`src/rtl/div_3_recon_seq_pkg.sv`:
```
// Shared sizing and state encoding for the divide-by-3 reconstruction block.
// Imported by the handshake interface, the chunk adder and the top.
package div3_recon_pkg;
    localparam int W      = 64;
    localparam int QW     = W - 1;
    localparam int RW     = 2;
    localparam int CHUNK  = 16;
    localparam int NCHUNK = W / CHUNK;
    localparam int KW     = $clog2(NCHUNK);

    typedef enum logic [1:0] {
        IDLE = 2'd0,
        CALC = 2'd1,
        DONE = 2'd2
    } state_t;
endpackage

```
`src/rtl/div_3_recon_seq_if.sv`:
```
// Input/output handshake bundle for div_3_recon_seq.
// master = source/consumer side, slave = the reconstruction block.
interface div_3_recon_seq_if;
    import div3_recon_pkg::*;

    logic          in_valid;
    logic          in_ready;
    logic [QW-1:0] IN_Q;
    logic [RW-1:0] IN_R;
    logic          out_valid;
    logic          out_ready;
    logic [W-1:0]  X_out;
    logic          err;

    modport master (
        output in_valid, IN_Q, IN_R, out_ready,
        input  in_ready, out_valid, X_out, err
    );

    modport slave (
        input  in_valid, IN_Q, IN_R, out_ready,
        output in_ready, out_valid, X_out, err
    );
endinterface

```
`src/rtl/div_3_recon_seq_chunk_add.sv`:
```
// Combinational CHUNK-bit three-operand adder: two data chunks plus a 2-bit carry.
// The carry-out never exceeds 3, so two bits are always enough.
module recon_chunk_add
    import div3_recon_pkg::*;
(
    input  logic [CHUNK-1:0] i_a,
    input  logic [CHUNK-1:0] i_b,
    input  logic [1:0]       i_cin,
    output logic [CHUNK-1:0] o_sum,
    output logic [1:0]       o_cout
);
    logic [CHUNK+1:0] w_total;

    assign w_total = (CHUNK+2)'(i_a) + (CHUNK+2)'(i_b) + (CHUNK+2)'(i_cin);
    assign o_sum   = w_total[CHUNK-1:0];
    assign o_cout  = w_total[CHUNK+1:CHUNK];
endmodule

```
`src/rtl/div_3_recon_seq.sv`:
```
// Rebuilds X = 3*Q + R (mod 2^W) one CHUNK per cycle, valid/ready on both sides.
// Optional consistency flag enabled by macro DIV3_RECON_CHECK_EN.
module div_3_recon_seq
    import div3_recon_pkg::*;
(
    input  logic                clk,
    input  logic                rst,
    div_3_recon_seq_if.slave    io_bus
);
    state_t           r_state;
    logic             r_in_ready;
    logic             r_out_valid;
    logic [W-1:0]     r_q;
    logic [W-1:0]     r_q2;
    logic [W-1:0]     r_acc;
    logic [W-1:0]     r_x;
    logic [1:0]       r_carry;
    logic [KW-1:0]    r_k;

    logic [CHUNK-1:0] w_sum;
    logic [1:0]       w_cout;
    logic [W-1:0]     w_acc_next;
    logic             w_accept;
    logic             w_last;

    // Operands shift right each CALC cycle, so chunk k always sits in the low bits.
    recon_chunk_add u_add (
        .i_a    (r_q[CHUNK-1:0]),
        .i_b    (r_q2[CHUNK-1:0]),
        .i_cin  (r_carry),
        .o_sum  (w_sum),
        .o_cout (w_cout)
    );

    assign w_acc_next = {w_sum, r_acc[W-1:CHUNK]};
    assign w_accept   = (r_state == IDLE) && io_bus.in_valid && r_in_ready;
    assign w_last     = (r_k == KW'(NCHUNK-1));

`ifdef DIV3_RECON_CHECK_EN
    logic r_err;
    logic r_rbad;

    always_ff @(posedge clk) begin
        if (rst) begin
            r_err  <= 1'b0;
            r_rbad <= 1'b0;
        end else if (w_accept) begin
            r_err  <= 1'b0;
            r_rbad <= (io_bus.IN_R >= RW'(3));
        end else if (r_state == CALC && w_last) begin
            r_err  <= r_rbad || (w_cout != 2'd0);
        end
    end

    assign io_bus.err = r_err;
`else
    assign io_bus.err = 1'b0;
`endif

    always_ff @(posedge clk) begin
        if (rst) begin
            r_state     <= IDLE;
            r_in_ready  <= 1'b1;
            r_out_valid <= 1'b0;
            r_q         <= '0;
            r_q2        <= '0;
            r_acc       <= '0;
            r_x         <= '0;
            r_carry     <= '0;
            r_k         <= '0;
        end else begin
            case (r_state)
                IDLE: begin
                    if (w_accept) begin
                        r_q        <= {1'b0, io_bus.IN_Q};
                        r_q2       <= {io_bus.IN_Q, 1'b0};
                        r_carry    <= io_bus.IN_R;
                        r_k        <= '0;
                        r_in_ready <= 1'b0;
                        r_state    <= CALC;
                    end
                end
                CALC: begin
                    r_q     <= r_q  >> CHUNK;
                    r_q2    <= r_q2 >> CHUNK;
                    r_acc   <= w_acc_next;
                    r_carry <= w_cout;
                    r_k     <= r_k + 1'b1;
                    // Final carry is discarded: the result wraps mod 2^W.
                    if (w_last) begin
                        r_x         <= w_acc_next;
                        r_out_valid <= 1'b1;
                        r_state     <= DONE;
                    end
                end
                DONE: begin
                    if (io_bus.out_ready) begin
                        r_out_valid <= 1'b0;
                        r_in_ready  <= 1'b1;
                        r_state     <= IDLE;
                    end
                end
                default: begin
                    r_state    <= IDLE;
                    r_in_ready <= 1'b1;
                end
            endcase
        end
    end

    assign io_bus.in_ready  = r_in_ready;
    assign io_bus.out_valid = r_out_valid;
    assign io_bus.X_out     = r_x;
endmodule

```
`src/flat_wrapper.sv`:
```
// flat-port wrapper written by rule: the top's interface ports become plain ports
module div_3_recon_seq_flat import div3_recon_pkg::*;
  (clk, rst, io_bus_in_valid, io_bus_IN_Q, io_bus_IN_R, io_bus_out_ready, io_bus_in_ready, io_bus_out_valid, io_bus_X_out, io_bus_err);
  div_3_recon_seq_if io_bus_i ();
  input  logic clk;
  input  logic rst;
  input wire logic [$bits(io_bus_i.in_valid)-1:0] io_bus_in_valid;
  input wire logic [$bits(io_bus_i.IN_Q)-1:0] io_bus_IN_Q;
  input wire logic [$bits(io_bus_i.IN_R)-1:0] io_bus_IN_R;
  input wire logic [$bits(io_bus_i.out_ready)-1:0] io_bus_out_ready;
  output wire logic [$bits(io_bus_i.in_ready)-1:0] io_bus_in_ready;
  output wire logic [$bits(io_bus_i.out_valid)-1:0] io_bus_out_valid;
  output wire logic [$bits(io_bus_i.X_out)-1:0] io_bus_X_out;
  output wire logic [$bits(io_bus_i.err)-1:0] io_bus_err;
  assign io_bus_i.in_valid = io_bus_in_valid;
  assign io_bus_i.IN_Q = io_bus_IN_Q;
  assign io_bus_i.IN_R = io_bus_IN_R;
  assign io_bus_i.out_ready = io_bus_out_ready;
  assign io_bus_in_ready = io_bus_i.in_ready;
  assign io_bus_out_valid = io_bus_i.out_valid;
  assign io_bus_X_out = io_bus_i.X_out;
  assign io_bus_err = io_bus_i.err;
  div_3_recon_seq u_core (.clk(clk), .rst(rst), .io_bus(io_bus_i));
endmodule
```
`config.mk`:
```
export PLATFORM = sky130hd
export DESIGN_NAME = div_3_recon_seq_flat
export DESIGN_NICKNAME = d
export VERILOG_FILES = /design/src/rtl/div_3_recon_seq_pkg.sv /design/src/rtl/div_3_recon_seq_if.sv /design/src/rtl/div_3_recon_seq_chunk_add.sv /design/src/rtl/div_3_recon_seq.sv /design/src/flat_wrapper.sv
export SDC_FILE = /design/constraint.sdc
export NUM_CORES = 1
export LEC_CHECK = 0
export BUFFER_PORTS_ARGS = -buffer_cell sky130_fd_sc_hd__buf_4
export CORE_AREA = 2 2 236 145
export CTS_BUF_LIST = sky130_fd_sc_hd__clkbuf_4
export DETAILED_ROUTE_END_ITERATION = 10
export DIE_AREA = 0 0 238 147
export HOLD_SLACK_MARGIN = 0.02
export MAX_ROUTING_LAYER = met4
export SETUP_SLACK_MARGIN = 0.5
export SLEW_MARGIN = 20
export SYNTH_ARGS = -nofsm -noshare
export SYNTH_HDL_FRONTEND = slang
export SYNTH_SLANG_ARGS = --single-unit
```
`constraint.sdc`:
```
create_clock -name clk -period 3.5 [get_ports clk]
set_clock_uncertainty 0.1 [all_clocks]
set_input_delay 0.875 -clock clk [delete_from_list [all_inputs] [get_ports clk]]
set_output_delay 0.875 -clock clk [all_outputs]
set_load 0.01 [all_outputs]
```
; Word level (Yosys, flattened, before mapping)
; Cells that the tools add are included.
[op_classes]
reduce_logical = 10
n_mux = 18
addsub = 3
bitwise_logic = 1
n_eq_ne = 6
[op_table]
columns = op, n
row1 = 64-bit case mux with 2 select lines, 2
row2 = 64-bit two-way mux, 2
row3 = 18-bit by 2-bit adder with 18-bit output, 1
row4 = 16-bit by 16-bit adder with 17-bit output, 1
row5 = 2-bit two-way mux, 5
row6 = 3-bit AND reduction, 3
row7 = 2-bit case mux with 2 select lines, 2
row8 = 2-bit case mux with 3 select lines, 1
row9 = "2-bit equality test, second input constant", 2
row10 = 1-bit two-way mux, 4
row11 = "2-bit by 1-bit inequality test with 1-bit output, second input constant", 2
row12 = 2-bit AND reduction, 2
row13 = 2-bit nonzero test, 2
row14 = 1-bit case mux with 3 select lines, 1
row15 = "2-bit by 1-bit adder with 2-bit output, second input constant", 1
row16 = "2-bit by 1-bit equality test with 1-bit output, second input constant", 1
row17 = 1-bit logical AND, 2
row18 = 2-bit logical NOT, 1
row19 = "2-bit inequality test, second input constant", 1
row20 = 1-bit case mux with 2 select lines, 1
row21 = 1-bit NOT, 1
[word_totals]
output_inout_bits = 67
regBits = 264
word_cells = 47
inputBits = 69

; Depth between registers and ports, before layout
[depth]
depth_word = 5
depth_mapped = 13

; Cells and area by module
; A second synthesis with hierarchy kept.
[unflattened]
cells_unflattened = 1004
hier_area_um2 = 8126.5
[modules_own_cells]
columns = mod, area_per_inst_um2, cells_each, seq_area_each_um2, n_inst
row1 = div_3_recon_seq, 7090.6, 877, 3683.5, 1
row2 = recon_chunk_add, 1036.0, 127, 0.0, 1

; Worst setup path after synthesis
; OpenSTA, ideal clock, no wires.
[synth_path]
path_type = register -> register
start = register u_core.r_q2[1]
end = register u_core.r_x[63], in the netlist u_core.io_bus.X_out[63]
stages_incl_launch_ff = 13
period_less_slack_ns = 3.142
path_slack_ns = 0.358
arrival_ns = 2.951
cell_sequence = dfxtp_1 > ha_1 > inv_1 > fa_1 > inv_1 > ha_1 > a21oi_1 > nor2_1 > nand3b_4 > nor4_4 > nand4_2 > or3_1 > a311oi_1
[synth_between]
elab_chain_cells = 2
[synth_rtl]
columns = item, line
row1 = "start, declared", div_3_recon_seq.sv:14  ; logic [W-1:0] r_q2;
row2 = "start signal, assigned", div_3_recon_seq.sv:76  ; r_q2 <= {io_bus.IN_Q, 1'b0};
row3 = "start signal, assigned", div_3_recon_seq.sv:85  ; r_q2 <= r_q2 >> CHUNK;
row4 = 16-bit by 16-bit adder with 17-bit output, div_3_recon_seq_chunk_add.sv:14  ; assign w_total = (CHUNK+2)'(i_a) + (CHUNK+2)'(i_b) + (CHUNK+2)'(i_cin);
row5 = 18-bit by 2-bit adder with 18-bit output, div_3_recon_seq_chunk_add.sv:14
row6 = "end signal, assigned", div_3_recon_seq.sv:91  ; r_x <= w_acc_next;
row7 = "end, declared", div_3_recon_seq.sv:16  ; logic [W-1:0] r_x;
; No other way between the ends.
; A chain may end at the register's enable or synchronous reset.

; Worst setup path in the final report
[layout_path]
start = register u_core.r_q2[1]
end = register u_core.r_acc[63]
[layout_between]
elab_chain_cells = 2
[layout_rtl]
columns = item, line
row1 = 16-bit by 16-bit adder with 17-bit output, div_3_recon_seq_chunk_add.sv:14
row2 = 18-bit by 2-bit adder with 18-bit output, div_3_recon_seq_chunk_add.sv:14
row3 = "end signal, assigned", div_3_recon_seq.sv:86  ; r_acc <= w_acc_next;
row4 = "end, declared", div_3_recon_seq.sv:15  ; logic [W-1:0] r_acc;
; No other way between the ends.

==> results.json <==
{
  "diodes": 0,
  "synthFlopType": "dfxtp_1",
  "vdd_ir_drop_max_v": 0.000166,
  "synth_cell_types": 69,
  "wl_per_cell_um": 15.9,
  "numCtsBuffers": 17,
  "grt_use_total_pct": 15.0,
  "yosys.area.top_type": "dfxtp_1",
  "critical-path-slowest-cell": "fa_2",
  "cts_root_buf": "clkbuf_4",
  "total_power_w": 0.00438,
  "synthDominantCellAreaShare_pct": 45.3,
  "crit_path_end_kind": "flop",
  "ys_seq_elements": 184,
  "reg2reg_slack_ps": 420,
  "slew_headroom_pct": 38.4,
  "crit_buf_inv": 4,
  "syn_inst": 1035,
  "die_area_sq_um": 35000,
  "syn_area_sq_um": 8130,
  "tightestPinTransition_ps": 923,
  "fin_tns_setup_ps": 0,
  "die_h_um": 147,
  "syn-num-nets": 1125,
  "hp-class": "flop to flop",
  "reg2reg_to": "u_core.r_acc[63]",
  "whs_ps": 365,
  "post-route-period-util_pct": 88.1,
  "clock_latency_ps": 600,
  "hold-path-endpoint": "u_core.io_bus.X_out[11]",
  "wirelength_mm": 25.3,
  "num_rows": 52,
  "cp_slowest_stage_delay_ps": 530,
  "cts_sinks": 184,
  "synth_edf_count": 0,
  "ctsHoldBuffers": 0,
  "tritoncts": "done",
  "dp.cells": 1537,
  "multi_input_area_sq_um": 4330,
  "overflow": 0,
  "grt_setup_unrepaired": "yes",
  "syn_to_final_growth_pct": 24.6,
  "avgSynthCellArea_sq_um": 7.86,
  "fmax_mhz": 324,
  "htreeDepth": 4,
  "cts.clk_slew.worst_paths_ps": 160,
  "core_region_area_sq_um": 33100,
  "r2r_start": "u_core.r_q2[1]",
  "drv_cap": 0,
  "arrival_ps": 3460,
  "grt_max_degree": 89,
  "period_minus_slack_ps": 3080,
  "crit_chain": "ha_4 -> inv_2 -> fa_2 -> inv_2 -> ha_4 -> a21oi_2 -> nor2_2 -> nand3b_4 -> nor4_4 -> nand4_2 -> buf_6 -> buf_4 -> o21ai_2 -> a311oi_2",
  "dr.pass1.iters": 5,
  "yosys-top-cells-area": "dfxtp_1 45%, nand2_1 15%, a21oi_1 7.9%",
  "numPortBuffers": 134,
  "leakage_nw": 3.82,
  "synth-seq-area-share_pct": 45.3,
  "grt_pass1_wl_mm": 39.8,
  "seq_area_sq_um": 3690,
  "status": "completed",
  "path_class": "flop to flop",
  "place_congestion": 0.889,
  "dp_hpwl_mm": 17.8,
  "setup_viol": 0,
  "grt_antenna_before_repair": 0,
  "ys_async_sr_fraction_pct": 0,
  "fillCellCount": 3612,
  "hold_depth": 2,
  "drive_gt1_share_pct": 22.5,
  "dr_total_vias": 7479,
  "worstPathRequired_ps": 3880,
  "via_per_inst": 4.72,
  "r2r_cells": 14,
  "start_util_pct": 24.6,
  "hold_viol": 0,
  "clockBufferDepth": 2,
  "startpoint_type": "flop",
  "fp.dieW_um": 238,
  "slew_viol_final": 0,
  "ios": 136,
  "crit_family": "adder cells",
  "fin_cells": 1586,
  "min-delay-start": "u_core.r_acc[27]",
  "synth_warnings": 0,
  "cp_max_fo": 4,
  "nets": 1231,
  "drt.antenna.violating_nets": 0,
  "fin_util_pct": 30.7,
  "drc": 0,
  "power_density_nw_per_um2": 432,
  "first_global_vias": 7012,
  "drtIter0Drc": 589
}
cell usage after synthesis (2+ instances only):
master,count
and2_1,3
fa_1,2
nor3b_1,3
dfxtp_1,184
o21ai_0,6
buf_2,2
nand3b_1,3
xor2_1,14
nor2_1,93
and3_1,3
nand4_1,4
or4_1,2
xnor2_1,7
o21a_1,2
ha_1,19
o21bai_1,2
clkbuf_1,66
a21o_1,3
a31oi_1,2
o211ai_1,2
mux2i_1,3
nand2b_1,10
a311oi_1,50
inv_1,7
nor2b_1,4
nor3_1,9
nand2_1,322
buf_1,10
a21oi_1,129
nor4b_1,2
nand3_1,5
a211oi_1,23
o31ai_1,3
how the worst max path moves through the flow:
stage               slack (ps)  cells past startpoint           start                 to
CTS                        430                     12  u_core.r_q2[1]   u_core.r_acc[63]
detailed placement         300                     12  u_core.r_q2[1]   u_core.r_acc[63]
global placement           380                     12  u_core.r_q2[1]  u_core.r_carry[1]
global route               310                     13  u_core.r_q2[1]   u_core.r_acc[58]
finish                     420                     14  u_core.r_q2[1]   u_core.r_acc[63]
floorplan                  510                     12  u_core.r_q2[1]  u_core.r_carry[1]
registers in the layout (all words and copies together), names as in the netlist:
register	cells
u_core.r_k	2
u_core.r_carry	2
u_core.io_bus.out_valid	1
u_core.r_state	2
u_core.r_q2	63
u_core.io_bus.X_out	64
u_core.io_bus.in_ready	1
u_core.r_acc	48
u_core.r_q	1
metrics by stage:
step                      area, sq um  setup slack (ps)
after detailed placement         9540               300
after global routing            10100               306
final                           10100               415
after floorplan                  8150               514
after CTS                        9980               433
after global placement           9540               379
tightest hold or removal path, cell delays in order, from the launching register on:
cell and delay [ps]:
dfxtp_1 340, nand2_1 50, a21oi_1 50
cells by family (layout without fill, tap and decap cells):
kind of cell,count (synthesis),in the layout,synth area share (%)
and+or+nand+nor,479,479,25.1
muxes,4,4,0.508
xor gates and xnor gates,21,21,2.26
DFF,184,184,45.3
other,1,1,0.0461
AOI/OAI and AO/OA,239,239,19.4
adders and majority gates,21,21,3.42
buffers and inverters,86,205,4.05
routing by layer:
metal	GRT usage, %	wire (um)	up-vias	part of all wire (%)
li1	-	-	3753	-
met1	22.7	13600	3509	54
met2	19.9	10000	194	40
met3	2.99	1340	23	5.3
met4	3.50	261	0	1.0
met5	-	0	-	0
layout by cell type (no fill, tap or decap), types with 7 or more instances in the layout:
cell type,count
nor2_1,90
nand2_1,321
dfxtp_1,180
nand2b_1,9
xor2_1,9
clkbuf_4,19
ha_1,12
a311oi_1,47
buf_4,164
nor3_1,7
a211oi_1,21
xnor2_1,7
a21oi_1,124
timing repair:
action	in CTS	in global routing
setup endpoints to repair	14	20
setup buffers	9	8
hold endpoints to repair	0	0
pin swaps	20	11
resized for setup	20	22
cell type report:
cell class	count	share of cell area, %
clock buffers	19	1.41
clock inverters	13	1.41
inverters	7	0.259
multi-input cells	765	42.7
flip-flops and latches	184	36.4
well taps	432	5.33
repair buffers	166	12.5
where the power goes:
group	total [W]	switching [W]	leakage, nW	internal [W]
sequential	0.00227	0.0000812	1.50	0.00219
combinational	0.000866	0.000531	2.16	0.000335
clock	0.00124	0.000787	0.160	0.000451
No activity file was read; power rests on OpenSTA's default activity.
